File: config.mk
export PLATFORM = sky130hd
export DESIGN_NAME = alu_mul_seq
export DESIGN_NICKNAME = d
export VERILOG_FILES = /design/src/rtl/alu_pkg.sv /design/src/rtl/alu_mul_seq.sv
export SDC_FILE = /design/constraint.sdc
export NUM_CORES = 1
export LEC_CHECK = 0
export BUFFER_PORTS_ARGS = -buffer_cell sky130_fd_sc_hd__buf_2
export CAP_MARGIN = 15
export CORE_MARGIN = 2
export CORE_UTILIZATION = 50
export DETAILED_ROUTE_END_ITERATION = 10
export PLACE_DENSITY_LB_ADDON = 0.25
export REMOVE_ABC_BUFFERS = 1
export SETUP_SLACK_MARGIN = 0.05
export SYNTH_ARGS = -nofsm -noshare
export SYNTH_HDL_FRONTEND = slang
export SYNTH_SLANG_ARGS = --single-unit
export TNS_END_PERCENT = 30
File: constraint.sdc
create_clock -name clk -period 2.7 [get_ports clk]
set_input_delay 0.54 -clock clk [delete_from_list [all_inputs] [get_ports clk]]
set_output_delay 0.54 -clock clk [all_outputs]
set_load 0.02 [all_outputs]
File: src/rtl/alu_pkg.sv
// Shared ALU opcode constants and the multiply-sequencer state type.
package alu_pkg;

  localparam logic [4:0] ALU_ADD = 5'h0;
  localparam logic [4:0] ALU_SUB = 5'h1;
  localparam logic [4:0] ALU_AND = 5'h2;
  localparam logic [4:0] ALU_OR  = 5'h3;
  localparam logic [4:0] ALU_XOR = 5'h4;
  localparam logic [4:0] ALU_SHL = 5'h5;
  localparam logic [4:0] ALU_SRA = 5'h6;
  localparam logic [4:0] ALU_LLB = 5'h8;
  localparam logic [4:0] ALU_LHB = 5'h9;

  typedef enum logic [2:0] {
    StIdle,
    StAbsA,
    StAbsB,
    StAdd,
    StShift,
    StFix,
    StDone
  } mul_state_t;

endpackage

File: src/rtl/alu_mul_seq.sv
// Signed 16x16 shift-add multiplier that does all arithmetic on the shared ALU;
// this block only holds registers, compares and muxes ALU operands.
module alu_mul_seq
  import alu_pkg::*;
#(
  parameter int unsigned ITER = 16
) (
  input  logic        clk,
  input  logic        rst,
  input  logic        start,
  input  logic [15:0] op_a,
  input  logic [15:0] op_b,
  output logic        busy,
  output logic        done,
  output logic [15:0] result,
  output logic        ovfl,
  output logic [15:0] alu_a,
  output logic [15:0] alu_b,
  output logic [4:0]  alu_ctrl,
  input  logic [15:0] alu_out
);

  localparam int unsigned IdxW = $clog2(ITER);

  mul_state_t      state_q, state_d;
  logic [15:0]     a_q, a_d;
  logic [15:0]     b_q, b_d;
  logic            sgn_q, sgn_d;
  logic [15:0]     acc_q, acc_d;
  logic [15:0]     mcand_q, mcand_d;
  logic [15:0]     mplier_q, mplier_d;
  logic            ovf_q, ovf_d;
  logic [IdxW-1:0] cnt_q, cnt_d;
  logic [15:0]     result_q, result_d;
  logic            ovfl_q, ovfl_d;
  logic [IdxW:0]   shamt;

  always_ff @(posedge clk) begin
    if (rst) begin
      state_q  <= StIdle;
      a_q      <= '0;
      b_q      <= '0;
      sgn_q    <= 1'b0;
      acc_q    <= '0;
      mcand_q  <= '0;
      mplier_q <= '0;
      ovf_q    <= 1'b0;
      cnt_q    <= '0;
      result_q <= '0;
      ovfl_q   <= 1'b0;
    end else begin
      state_q  <= state_d;
      a_q      <= a_d;
      b_q      <= b_d;
      sgn_q    <= sgn_d;
      acc_q    <= acc_d;
      mcand_q  <= mcand_d;
      mplier_q <= mplier_d;
      ovf_q    <= ovf_d;
      cnt_q    <= cnt_d;
      result_q <= result_d;
      ovfl_q   <= ovfl_d;
    end
  end

  // Remaining multiplier bits above the current one; nonzero means a bit
  // shifted out of mcand would still be needed.
  assign shamt = {1'b0, cnt_q} + {{IdxW{1'b0}}, 1'b1};

  always_comb begin
    state_d  = state_q;
    a_d      = a_q;
    b_d      = b_q;
    sgn_d    = sgn_q;
    acc_d    = acc_q;
    mcand_d  = mcand_q;
    mplier_d = mplier_q;
    ovf_d    = ovf_q;
    cnt_d    = cnt_q;
    result_d = result_q;
    ovfl_d   = ovfl_q;
    alu_ctrl = ALU_ADD;
    alu_a    = '0;
    alu_b    = '0;

    unique case (state_q)
      StIdle: begin
        if (start) begin
          a_d     = op_a;
          b_d     = op_b;
          sgn_d   = op_a[15] ^ op_b[15];
          acc_d   = '0;
          ovf_d   = 1'b0;
          cnt_d   = '0;
          state_d = StAbsA;
        end
      end
      StAbsA: begin
        alu_ctrl = a_q[15] ? ALU_SUB : ALU_ADD;
        alu_b    = a_q;
        mcand_d  = alu_out;
        state_d  = StAbsB;
      end
      StAbsB: begin
        alu_ctrl = b_q[15] ? ALU_SUB : ALU_ADD;
        alu_b    = b_q;
        mplier_d = alu_out;
        state_d  = StAdd;
      end
      StAdd: begin
        alu_a = acc_q;
        alu_b = mplier_q[cnt_q] ? mcand_q : '0;
        acc_d = alu_out;
        if (alu_out < acc_q) ovf_d = 1'b1;
        state_d = StShift;
      end
      StShift: begin
        alu_ctrl = ALU_SHL;
        alu_a    = mcand_q;
        alu_b    = 16'd1;
        mcand_d  = alu_out;
        if (mcand_q[15] && ((mplier_q >> shamt) != '0)) ovf_d = 1'b1;
        cnt_d   = cnt_q + IdxW'(1);
        state_d = (cnt_q == IdxW'(ITER - 1)) ? StFix : StAdd;
      end
      StFix: begin
        alu_ctrl = sgn_q ? ALU_SUB : ALU_ADD;
        alu_b    = acc_q;
        result_d = alu_out;
        // Negative results may reach magnitude 0x8000; positive ones stop at 0x7FFF.
        ovfl_d   = ovf_q | (sgn_q ? (acc_q > 16'h8000) : (acc_q > 16'h7FFF));
        state_d  = StDone;
      end
      StDone: begin
        state_d = StIdle;
      end
      default: begin
        state_d = StIdle;
      end
    endcase
  end

  assign busy   = (state_q != StIdle);
  assign done   = (state_q == StDone);
  assign result = result_q;
  assign ovfl   = ovfl_q;

endmodule
==> reports/results.txt <==
The required time of the critical path came out at 2.16 ns. After the first detailed-routing iteration, the DRC count stood at 278. For the sequential-to-total area share from yosys stat, the log shows 0.395.

The checks that failed: negative setup slack. Power spread over the standard cell area amounts to 507 nW/µm². In this run, synthesis inferred 0 flip-flops with an integrated enable. Counting instances, the worst hold path has a depth of 3. The flow ran to the end, but the final reports show violations. In this run, post-CTS hold repair placed 0 buffers.

The die is 108 µm wide. The final worst clock skew came out at 0.0138 ns. For the DRC violations left, the log shows 0.

In the final routed layout, each cell accounts on average for 16.1 µm. At the pin with the least slew margin, the transition time is 0.677 ns. The count of final hold-check violations is 0.

The number of diodes was 0; the average footprint of a synthesized cell was 7.56 µm². The number of warnings issued by yosys was 0. Counting both buffers and inverters, the worst setup path holds a total of 3.

Summing every instance area after synthesis gives 5370 µm². For the global route total overflow, the log shows 0. The number of cells on the worst reg-to-reg path is 10.

Fmax: 332 MHz. The final worst slack is -0.313 ns, and the fraction of final layout cells sized beyond drive strength 1 is 0.235. The initial core utilization is 0.518. The post-route worst hold slack was 0.396 ns; the number of buffers added by the clock tree synthesis step was 9. The overall global routing resource usage was 0.268; the row count was 37. The first detailed-routing pass ran for 5 iterations. Ranked by total cell area, the synthesized netlist is headed by sky130_fd_sc_hd__dfxtp_1, sky130_fd_sc_hd__nand2_1, sky130_fd_sc_hd__a21oi_1.

The start-to-end type of the worst setup path was flip-flop to primary output. The via count of the first global-routing pass is 5062. The predominant post-synthesis flop cell was sky130_fd_sc_hd__dfxtp_1. The filler cells instantiated in the layout total 980.

Subtracting the final worst setup slack from the clock period gives 3.01 ns. The final layout contains 882 nets. The area added between synthesis and finish was 20.9%; the worst slew margin relative to its limit was 0.548. The core outline area was 10400 µm²; the number of logic stages on the critical path including buffering was 8. For the worst-skew pair, the clock arrives at the later sink with an insertion delay of 0.37 ns. After clock tree synthesis, the clock-pin slew on the worst setup and hold paths is 0.10 ns.

The kind of cell with the highest combined delay along the critical path is multiplexers. After synthesis the netlist holds a flip-flop and latch count of 106. The quantity of I/O buffers inserted on ports was 103; the final setup TNS was -4.60 ns. The detailed router placed 5297 vias in this run. The tools report the clock net sink count as 106. Setup repair after global routing could not meet its margin everywhere. The cell at the root of the clock tree was sky130_fd_sc_hd__clkbuf_8.

Critical path's most frequent cell: sky130_fd_sc_hd__buf_6. For the final standard cell utilization of the core, the log shows 0.626. Counting distinct cell types in the post-synthesis netlist gives 52.

Proportion of netlist area held by the largest area contributor: 0.395. TritonCTS built the clock tree. The H-tree depth was 3; the total cell area at the placement stage was 6100 µm².

STA classifies the critical path endpoint as a primary output. The class of the most critical hold timing path is input port to flip-flop. The via-per-instance ratio came out at 5.56. The maximum buffer depth of the clock tree was 2; the maximum fanout along the worst path was 5. The final instance area was 6490 µm². Height of the die: 108 µm. The final cycle utilization of the critical path works out to 1.12.

The tools report the pin count of the biggest net entering global routing as 53. For the initial antenna violation count, the log shows 0. Traced cell by cell, the critical path runs through buf_6 > mux4_2 > mux4_2 > nor3b_4 > buf_6 > nand2_1 > o21ai_2 > buf_6. The final setup violation count was 16; the leakage power of the design was 2.57 nW.

The worst ir drop on vdd is 0.294 mV, and the wire length after detailed routing is 15.3 mm. The share of synthesized registers carrying an async set or reset works out to 0. In this design, the stage delay of the slowest critical-path cell is 0.50 ns.

In the synthesized netlist, the number of instances is 710. Critical path launch point type: a flip-flop. The detail route stage leaves a number of antenna-violating nets equal to 0. Data on the critical path arrives at its endpoint at 2.47 ns. The floorplan step defined a die boundary enclosing 11600 µm². The final number of max-transition violations came out at 0.

The weighted congestion at the end of routability-driven global placement is 0.952. Dominant cell type by area after synthesis: sky130_fd_sc_hd__dfxtp_1. For the total power consumption of the routed design, the log shows 3.29 mW.

The slowest stage of the critical path belongs to the cell sky130_fd_sc_hd__mux4_2. The tools report the detailed placer's ending HPWL as 10.9 mm. In this run the count of I/O pins placed on the die edge is 107. Max-cap violations in this run came to 0. The first global-routing pass estimated 24.7 mm of wire.
worst reg2reg max path: stages, from the launching register on:
cell	delay, ns
sky130_fd_sc_hd__dfxtp_2	0.35
sky130_fd_sc_hd__buf_6	0.11
sky130_fd_sc_hd__buf_4	0.12
sky130_fd_sc_hd__buf_4	0.13
sky130_fd_sc_hd__buf_4	0.16
sky130_fd_sc_hd__mux2i_1	0.19
sky130_fd_sc_hd__a32oi_1	0.08
sky130_fd_sc_hd__or3_1	0.36
sky130_fd_sc_hd__o211ai_1	0.17
sky130_fd_sc_hd__nand4_1	0.15
sky130_fd_sc_hd__a32o_1	0.24
layout make-up:
cell class	count	area, µm²	area share
Multi-Input combinational cell	532	3000	0.463
Sequential cell	106	2120	0.327
Timing Repair Buffer	143	900	0.139
Tap cell	136	170	0.0262
Clock buffer	10	138	0.0212
Inverter	21	78.8	0.0121
Clock inverter	4	77.6	0.0119
Yosys cell counts, types with 4 or more instances:
library cell and number:
sky130_fd_sc_hd__o21ai_0 28, sky130_fd_sc_hd__and3_1 4, sky130_fd_sc_hd__nand2_1 186, sky130_fd_sc_hd__nor3_1 4, sky130_fd_sc_hd__mux2i_1 29, sky130_fd_sc_hd__nand2b_1 4
sky130_fd_sc_hd__a21oi_1 107, sky130_fd_sc_hd__o21ai_1 13, sky130_fd_sc_hd__nor4_1 4, sky130_fd_sc_hd__buf_2 5, sky130_fd_sc_hd__buf_4 4, sky130_fd_sc_hd__a22oi_1 15
sky130_fd_sc_hd__mux4_2 5, sky130_fd_sc_hd__nor2b_1 4, sky130_fd_sc_hd__nand3_1 22, sky130_fd_sc_hd__ha_1 18, sky130_fd_sc_hd__a211oi_1 4, sky130_fd_sc_hd__nor2_1 43
sky130_fd_sc_hd__clkbuf_1 39, sky130_fd_sc_hd__dfxtp_1 106, sky130_fd_sc_hd__inv_1 20
power breakdown:
| part | switching [mW] | internal, mW | total (mW) |
|---|---|---|---|
| registers | 0.0546 | 1.64 | 1.69 |
| logic | 0.329 | 0.199 | 0.528 |
| clock network | 0.528 | 0.541 | 1.07 |
cells in the final DEF (no fill, tap or decap), types with 3 or more instances in the layout:
| master | count |
|---|---|
| sky130_fd_sc_hd__a21oi_1 | 107 |
| sky130_fd_sc_hd__mux4_2 | 5 |
| sky130_fd_sc_hd__nand3_1 | 22 |
| sky130_fd_sc_hd__buf_2 | 91 |
| sky130_fd_sc_hd__nand2_2 | 11 |
| sky130_fd_sc_hd__nor3_1 | 4 |
| sky130_fd_sc_hd__dfxtp_1 | 104 |
| sky130_fd_sc_hd__o21ai_2 | 5 |
| sky130_fd_sc_hd__a22oi_1 | 15 |
| sky130_fd_sc_hd__o21ai_1 | 10 |
| sky130_fd_sc_hd__inv_1 | 20 |
| sky130_fd_sc_hd__nor4_1 | 4 |
| sky130_fd_sc_hd__clkbuf_8 | 10 |
| sky130_fd_sc_hd__buf_4 | 40 |
| sky130_fd_sc_hd__o21ai_0 | 25 |
| sky130_fd_sc_hd__nand2_1 | 176 |
| sky130_fd_sc_hd__nor2_1 | 42 |
| sky130_fd_sc_hd__and3_1 | 4 |
| sky130_fd_sc_hd__nand4_1 | 3 |
| sky130_fd_sc_hd__ha_1 | 18 |
| sky130_fd_sc_hd__nand2b_1 | 4 |
| sky130_fd_sc_hd__mux2i_1 | 28 |
| sky130_fd_sc_hd__conb_1 | 3 |
| sky130_fd_sc_hd__a211oi_1 | 4 |
| sky130_fd_sc_hd__o211ai_1 | 3 |
| sky130_fd_sc_hd__buf_6 | 11 |
| sky130_fd_sc_hd__nor2b_1 | 4 |
state kept, by name, indices dropped and copies added (netlist names):
| name | flops |
|---|---|
| a_q | 16 |
| acc_q | 16 |
| b_q | 16 |
| cnt_q | 4 |
| mcand_q | 16 |
| mplier_q | 16 |
| ovf_q | 1 |
| ovfl | 1 |
| result | 16 |
| sgn_q | 1 |
| state_q | 3 |
metal layers:
metal / vias up / GRT usage / part of all wire
met4: 0 / 0.102 / 0.019
met2: 167 / 0.429 / 0.48
li1: 2629 / - / -
met3: 21 / 0.0369 / 0.066
met5: - / 0 / 0
met1: 2480 / 0.368 / 0.44
worst paths after layout:
| path | startpoint | endpoint | slack, ns |
|---|---|---|---|
| max | cnt_q[0] | alu_b[7] | -0.31 |
| min | op_b[14] | b_q[14] | 0.40 |
| max reg2reg | cnt_q[0] | ovf_q | 0.55 |
| min reg2reg | result[6] | result[6] | 0.46 |
kinds of logic after synthesis:
| group | after synthesis | share of synthesized area |
|---|---|---|
| DFF | 106 | 0.395 |
| AOI/OAI and AO/OA | 186 | 0.195 |
| muxes | 36 | 0.0792 |
| xor gates and xnor gates | 2 | 0.00326 |
| buffers and inverters | 74 | 0.0585 |
| and+or+nand+nor | 287 | 0.226 |
| adders and majority gates | 18 | 0.0419 |
| other | 1 | 0.000698 |
per-stage QoR:
stage          cells  setup WS [ns]
2_1_floorplan    659         -0.157
3_3_place_gp     932         -0.135
3_5_place_dp     932         -0.201
4_1_cts          951         -0.297
5_1_grt          952         -0.384
6_report         952         -0.313
what timing repair did:
action	4_1_cts	5_1_grt
pin swaps	3	0
endpoints found under the setup margin	16	20
resized for setup	20	28
cloned	1	0
setup buffers	4	1
Power figures use the tool's default switching activity.
